===== src/rtl/seven_seg_scan_ctrl.sv =====
// Four-digit common-anode seven-segment scan controller with frame-aligned value updates.
// Optional macro LEADING_ZERO_BLANK_EN blanks leading zero digits (digit 0 always shown).
module seven_seg_scan_ctrl #(
    parameter int REFRESH_DIV  = 100000,
    parameter int BLANK_CYCLES = 1000
) (
    input  logic        clk,
    input  logic        rst,
    input  logic        en,
    input  logic [15:0] value_in,
    input  logic        load,
    output logic        ready,
    output logic [3:0]  an,
    output logic [7:0]  seg,
    output logic        frame_done
);

    localparam int CW = (REFRESH_DIV > 1) ? $clog2(REFRESH_DIV) : 1;
    localparam logic [CW-1:0] CNT_LAST  = CW'(REFRESH_DIV - 1);
    localparam logic [CW-1:0] CNT_BLANK = CW'(BLANK_CYCLES);

    typedef enum logic {OFF = 1'b0, SCAN = 1'b1} state_t;

    state_t        state, state_n;
    logic [1:0]    dig, dig_n;
    logic [CW-1:0] cnt, cnt_n;
    logic [15:0]   disp, disp_n;
    logic [15:0]   pend, pend_n;
    logic          disp_v, disp_v_n;
    logic          pend_v, pend_v_n;
    logic [3:0]    an_n;
    logic [7:0]    seg_n;
    logic          frame_done_n;
    logic          accept;
    logic          boundary;
    logic [3:0]    nib;
    logic          lz_blank;

    function automatic logic [7:0] hex_seg(input logic [3:0] h);
        case (h)
            4'h0: hex_seg = 8'hC0;  4'h1: hex_seg = 8'hF9;
            4'h2: hex_seg = 8'hA4;  4'h3: hex_seg = 8'hB0;
            4'h4: hex_seg = 8'h99;  4'h5: hex_seg = 8'h92;
            4'h6: hex_seg = 8'h82;  4'h7: hex_seg = 8'hF8;
            4'h8: hex_seg = 8'h80;  4'h9: hex_seg = 8'h90;
            4'hA: hex_seg = 8'h88;  4'hB: hex_seg = 8'h83;
            4'hC: hex_seg = 8'hC6;  4'hD: hex_seg = 8'hA1;
            4'hE: hex_seg = 8'h86;  default: hex_seg = 8'h8E;
        endcase
    endfunction

    // Handshake: ready is high while the single pending slot is empty; a load is
    // taken on any clock edge where load && ready, otherwise the source must hold it.
    assign ready    = !pend_v;
    assign accept   = load && !pend_v;
    assign boundary = (state == SCAN) && en && (dig == 2'd3) && (cnt == CNT_LAST);

    always_ff @(posedge clk or posedge rst) begin
        if (rst) begin
            state      <= OFF;
            dig        <= 2'd0;
            cnt        <= '0;
            disp       <= 16'h0000;
            pend       <= 16'h0000;
            disp_v     <= 1'b0;
            pend_v     <= 1'b0;
            an         <= 4'hF;
            seg        <= 8'hFF;
            frame_done <= 1'b0;
        end else begin
            state      <= state_n;
            dig        <= dig_n;
            cnt        <= cnt_n;
            disp       <= disp_n;
            pend       <= pend_n;
            disp_v     <= disp_v_n;
            pend_v     <= pend_v_n;
            an         <= an_n;
            seg        <= seg_n;
            frame_done <= frame_done_n;
        end
    end

    always_comb begin
        state_n  = state;
        dig_n    = dig;
        cnt_n    = cnt;
        disp_n   = disp;
        pend_n   = pend;
        disp_v_n = disp_v;
        pend_v_n = pend_v;
        if (state == OFF) begin
            dig_n = 2'd0;
            cnt_n = '0;
            if (en && (accept || pend_v)) begin
                // Starting from OFF there is no frame to tear, so commit immediately.
                disp_n   = pend_v ? pend : value_in;
                disp_v_n = 1'b1;
                pend_v_n = 1'b0;
                state_n  = SCAN;
            end else if (en && disp_v) begin
                state_n = SCAN;
            end else if (accept) begin
                pend_n   = value_in;
                pend_v_n = 1'b1;
            end
        end else begin
            if (!en) begin
                state_n = OFF;
                dig_n   = 2'd0;
                cnt_n   = '0;
            end else if (cnt == CNT_LAST) begin
                cnt_n = '0;
                dig_n = dig + 2'd1;
                if (boundary && pend_v) begin
                    disp_n   = pend;
                    pend_v_n = 1'b0;
                end
            end else begin
                cnt_n = cnt + CW'(1);
            end
            // Same-edge loads only ever land in pend; pend_v was clear for accept.
            if (accept) begin
                pend_n   = value_in;
                pend_v_n = 1'b1;
            end
        end
    end

    always_comb begin
        case (dig)
            2'd0:    nib = disp[3:0];
            2'd1:    nib = disp[7:4];
            2'd2:    nib = disp[11:8];
            default: nib = disp[15:12];
        endcase
    end

`ifdef LEADING_ZERO_BLANK_EN
    always_comb begin
        case (dig)
            2'd0:    lz_blank = 1'b0;
            2'd1:    lz_blank = (disp[15:4] == 12'h000);
            2'd2:    lz_blank = (disp[15:8] == 8'h00);
            default: lz_blank = (disp[15:12] == 4'h0);
        endcase
    end
`else
    assign lz_blank = 1'b0;
`endif

    always_comb begin
        an_n         = 4'hF;
        seg_n        = 8'hFF;
        frame_done_n = boundary;
        if ((state == SCAN) && (cnt >= CNT_BLANK) && !lz_blank) begin
            an_n  = ~(4'b0001 << dig);
            seg_n = hex_seg(nib);
        end
    end

endmodule


===== config.mk =====
export PLATFORM = sky130hd
export DESIGN_NAME = seven_seg_scan_ctrl
export DESIGN_NICKNAME = d
export VERILOG_FILES = /design/src/rtl/seven_seg_scan_ctrl.sv
export SDC_FILE = /design/constraint.sdc
export NUM_CORES = 1
export LEC_CHECK = 0
export BUFFER_PORTS_ARGS = -buffer_cell sky130_fd_sc_hd__buf_2
export CELL_PAD_IN_SITES_DETAIL_PLACEMENT = 0
export CELL_PAD_IN_SITES_GLOBAL_PLACEMENT = 2
export CORE_ASPECT_RATIO = 0.6
export CORE_MARGIN = 5
export CORE_UTILIZATION = 26
export DETAILED_ROUTE_END_ITERATION = 12
export GPL_ROUTABILITY_DRIVEN = 0
export PLACE_DENSITY = 0.66
export REMOVE_ABC_BUFFERS = 1
export SLEW_MARGIN = 5
export SYNTH_ARGS = -nofsm -noshare
export SYNTH_HDL_FRONTEND = slang
export SYNTH_SLANG_ARGS = --single-unit

===== constraint.sdc =====
create_clock -name clk -period 6.56 [get_ports clk]
set_input_delay 0.656 -clock clk [delete_from_list [all_inputs] [get_ports clk]]
set_output_delay 0.656 -clock clk [all_outputs]
set_load 0.02 [all_outputs]

==> metrics.md <==
| Metric | Value |
|---|---|
| Pre-antenna DRT Iters | `5` |
| Status | `finished clean` |
| Die X | `155.3 um` |
| Number of diodes | `0` |
| GRT Total Usage | `0.09965` |
| Gate Count Post-Synth | `294` |
| # nets final | `358` |
| Post-synthesis sequential area ratio | `0.5053` |
| Max Fclk | `0.4278 GHz` |
| Gr ovfl total | `0` |
| RSZ-0062 raised after global routing | `no` |
| P_int | `0.9170 mW` |
| CTS root buf | `clkbuf_16` |
| Via Count | `2153` |
| Clock transition at the registers of the reported paths | `50 ps` |
| Total core area | `12220 um^2` |
| Top post-synthesis cells by area | `dfrtp_1, dfstp_2, mux2i_1` |
| Min Tclk post-route | `2338 ps` |
| Critical path type | `flip-flop to flip-flop` |
| Hold crit path type | `flip-flop to flip-flop` |
| Antenna Nets Post-Route | `0` |
| Synthesis-to-layout area growth | `19.55%` |
| Clock power frac | `0.434` |
| Xor/xnor share of the synthesized area | `0.03986` |
| Dpl hpwl | `4.987 mm` |
| Final Setup Violations | `0` |
| Clock Sink Count | `66` |
| Sw frac | `0.2587` |
| Clk_skew | `6.094 ps` |
| Routed len/inst | `14.15 um` |
| Critical path's slowest cell | `a222oi_1` |
| CTS tree | `done` |
| Buffers on Ports | `32` |
| WP data required | `6810 ps` |
| Design Area, Final | `3940 um^2` |
| Initial antenna violation count | `0` |
| Commonest register cell after synthesis | `dfrtp_1` |
| Rel. slew slack | `0.2310` |
| Post-synthesis compound-gate area fraction | `0.09377` |
| Startpoint types | `flip-flop` |
| Fin Setup TNS | `0 ps` |
| Commonest cells post-synth | `dfrtp_1, nor2_1, mux2i_1` |
| Total Wirelength | `7.035 mm` |
| Simple-gate share of the synthesized area | `0.1496` |
| Post-CTS Setup Inserts | `0` |
| Drt drc | `0` |
| I/O pin count | `34` |
| DRT iter0 DRCs | `98` |
| Placed inst area | `3601 um^2` |
| Vias per Instance | `4.332` |
| Crit path largest cell delay | `490 ps` |
| H-tree levels | `3` |
| Critical Path, Cell by Cell | `inv_1 > ha_1 > a222oi_1 > mux2i_1 > and2_1 > a211oi_1 > o21ai_0` |
| Clock Latency Late Sink | `330 ps` |
| Synth warn | `0` |
| Setup crit end kind | `flip-flop` |
| Total power per unit cell area | `313.9 nW/um^2` |
| Count leader, synth | `dfrtp_1` |
| Worst Path Arrival | `2580 ps` |
| Total die area | `15100 um^2` |
| Clk buf depth | `2` |
| Area share of the largest cell type after synthesis | `0.4176` |
| Mux share of post-synthesis cell area | `0.1283` |
| Vias in the first global route | `2242` |
| Combinational share of power | `0.164` |
| Combinational family with the most area after synthesis | `simple AND/OR/NAND/NOR gates` |
| Sw Pwr | `0.3199 mW` |
| Synthesized area per cell | `11.21 um^2` |
| Netlist cell types | `39` |
| Seq cells post-synth | `66` |
| Largest net degree at the start of global routing | `67` |
| Count of cells resized by post-cts repair | `0` |
| Max Slew Vio Count | `0` |
| Die Ht | `97.21 um` |
| Num CTS Buffers | `9` |
| Leakage | `1.616 nW` |
| Final Hold Viols | `0` |
| Critical Path Fanout Max | `11` |
| Final Cycle Share | `0.3564` |
| Top cell type by total area after synthesis | `dfrtp_1` |
| Post-synth EDFFs | `0` |
| Share of async-settable or async-resettable flops after synthesis | `1.000` |
| Mapped cell area | `3296 um^2` |
| Hold_buf cts | `0` |
| Max VDD drop | `0.1108 mV` |
| Layout cells sized above 1 | `0.2982` |
| Row count | `31` |
| Max-cap viol count | `0` |
| Initial Util | `0.2697` |
| First-pass GRT wire length | `11.84 mm` |
| Synth Area in Adders | `0.04176` |
| Worst Max-Slew Pin Slew | `1152 ps` |
| Sequential Power Share | `0.402` |
[kinds of logic (layout without fill, tap and decap cells)]
| kind of cell | Yosys count | count (layout) |
|---|---|---|
| mux | 40 | 40 |
| buf+inv | 26 | 64 |
| compound gates | 40 | 40 |
| simple gates | 95 | 95 |
| xor+xnor | 15 | 15 |
| fa+ha+maj | 11 | 11 |
| flops | 66 | 66 |
| other cells | 1 | 1 |
[placed cells by master, fill, tap and decap left out, drive strengths merged, types with 11 or more instances in the layout]
cell and n:
ha 11, buf 35, mux2 18, nand3 13, inv 13, nand2 19
clkbuf 12, nor2 37, dfrtp 55, mux2i 22, a21oi 20, dfstp 11
[layer usage]
layer / share of wire / GRT usage / vias up
li1: - / - / 1085
met2: 0.37 / 0.1252 / 30
met3: 0.037 / 0.03338 / 10
met4: 0.017 / 0.03631 / 0
met1: 0.57 / 0.1535 / 1028
met5: 0 / 0 / -
[cell type report]
| cell class | instances | area, um^2 |
|---|---|---|
| fillers | 1255 | 8278 |
| repair buffers | 35 | 182.7 |
| flip-flops and latches | 66 | 1665 |
| clock buffers | 12 | 266.5 |
| well taps | 165 | 206.4 |
| multi-input cells | 202 | 1498 |
| inverters | 13 | 48.80 |
| clock inverters | 4 | 72.57 |
[metrics by stage]
step	utilization	setup WS [ps]	power (mW)	hold WS (ps)	cells
CTS	0.3225	4159	1.257	504.3	497
global placement	0.2947	4333	0.7073	452.0	481
finish	0.3225	4222	1.237	492.4	497
global route	0.3225	3968	1.311	521.4	497
detailed placement	0.2947	4184	0.7097	492.2	481
floorplan	-	4267	0.6536	436.1	281
[registers in the layout (all words and copies together) (netlist names)]
name and flops:
an 4, state 1, pend_v 1, disp_v 1, dig 2, pend 16
disp 16, frame_done 1, cnt 17, seg 7
[power by group through the flow]
stage / registers, mW / clock network [mW] / logic, mW
2_1_floorplan: 0.493 / 0 / 0.161
3_3_place_gp: 0.506 / 0 / 0.202
3_5_place_dp: 0.504 / 0 / 0.206
4_1_cts: 0.498 / 0.552 / 0.207
5_1_grt: 0.505 / 0.572 / 0.233
6_report: 0.498 / 0.537 / 0.202
[worst max-delay path, delay by kind of cell, from the launching register on]
family / cells / cell delay, ps
AOI/OAI and AO/OA: 3 / 800
adders and majority gates: 1 / 270
buffers and inverters: 1 / 100
DFF: 1 / 400
muxes: 1 / 380
and+or+nand+nor: 1 / 300
[path summary, 6_finish.rpt]
kind | from | end | slack, ps | depth (start not counted)
max in group asynchronous | rst | pend[14] | 5430 | 3
hold / removal | disp_v | disp_v | 490 | 1
min in group asynchronous | rst | cnt[3] | 570 | 3
setup reg to reg | dig[0] | seg[3] | 4220 | 7
setup / recovery | dig[0] | seg[3] | 4220 | 7
hold reg to reg | disp_v | disp_v | 490 | 1
Power figures use the tool's default switching activity.
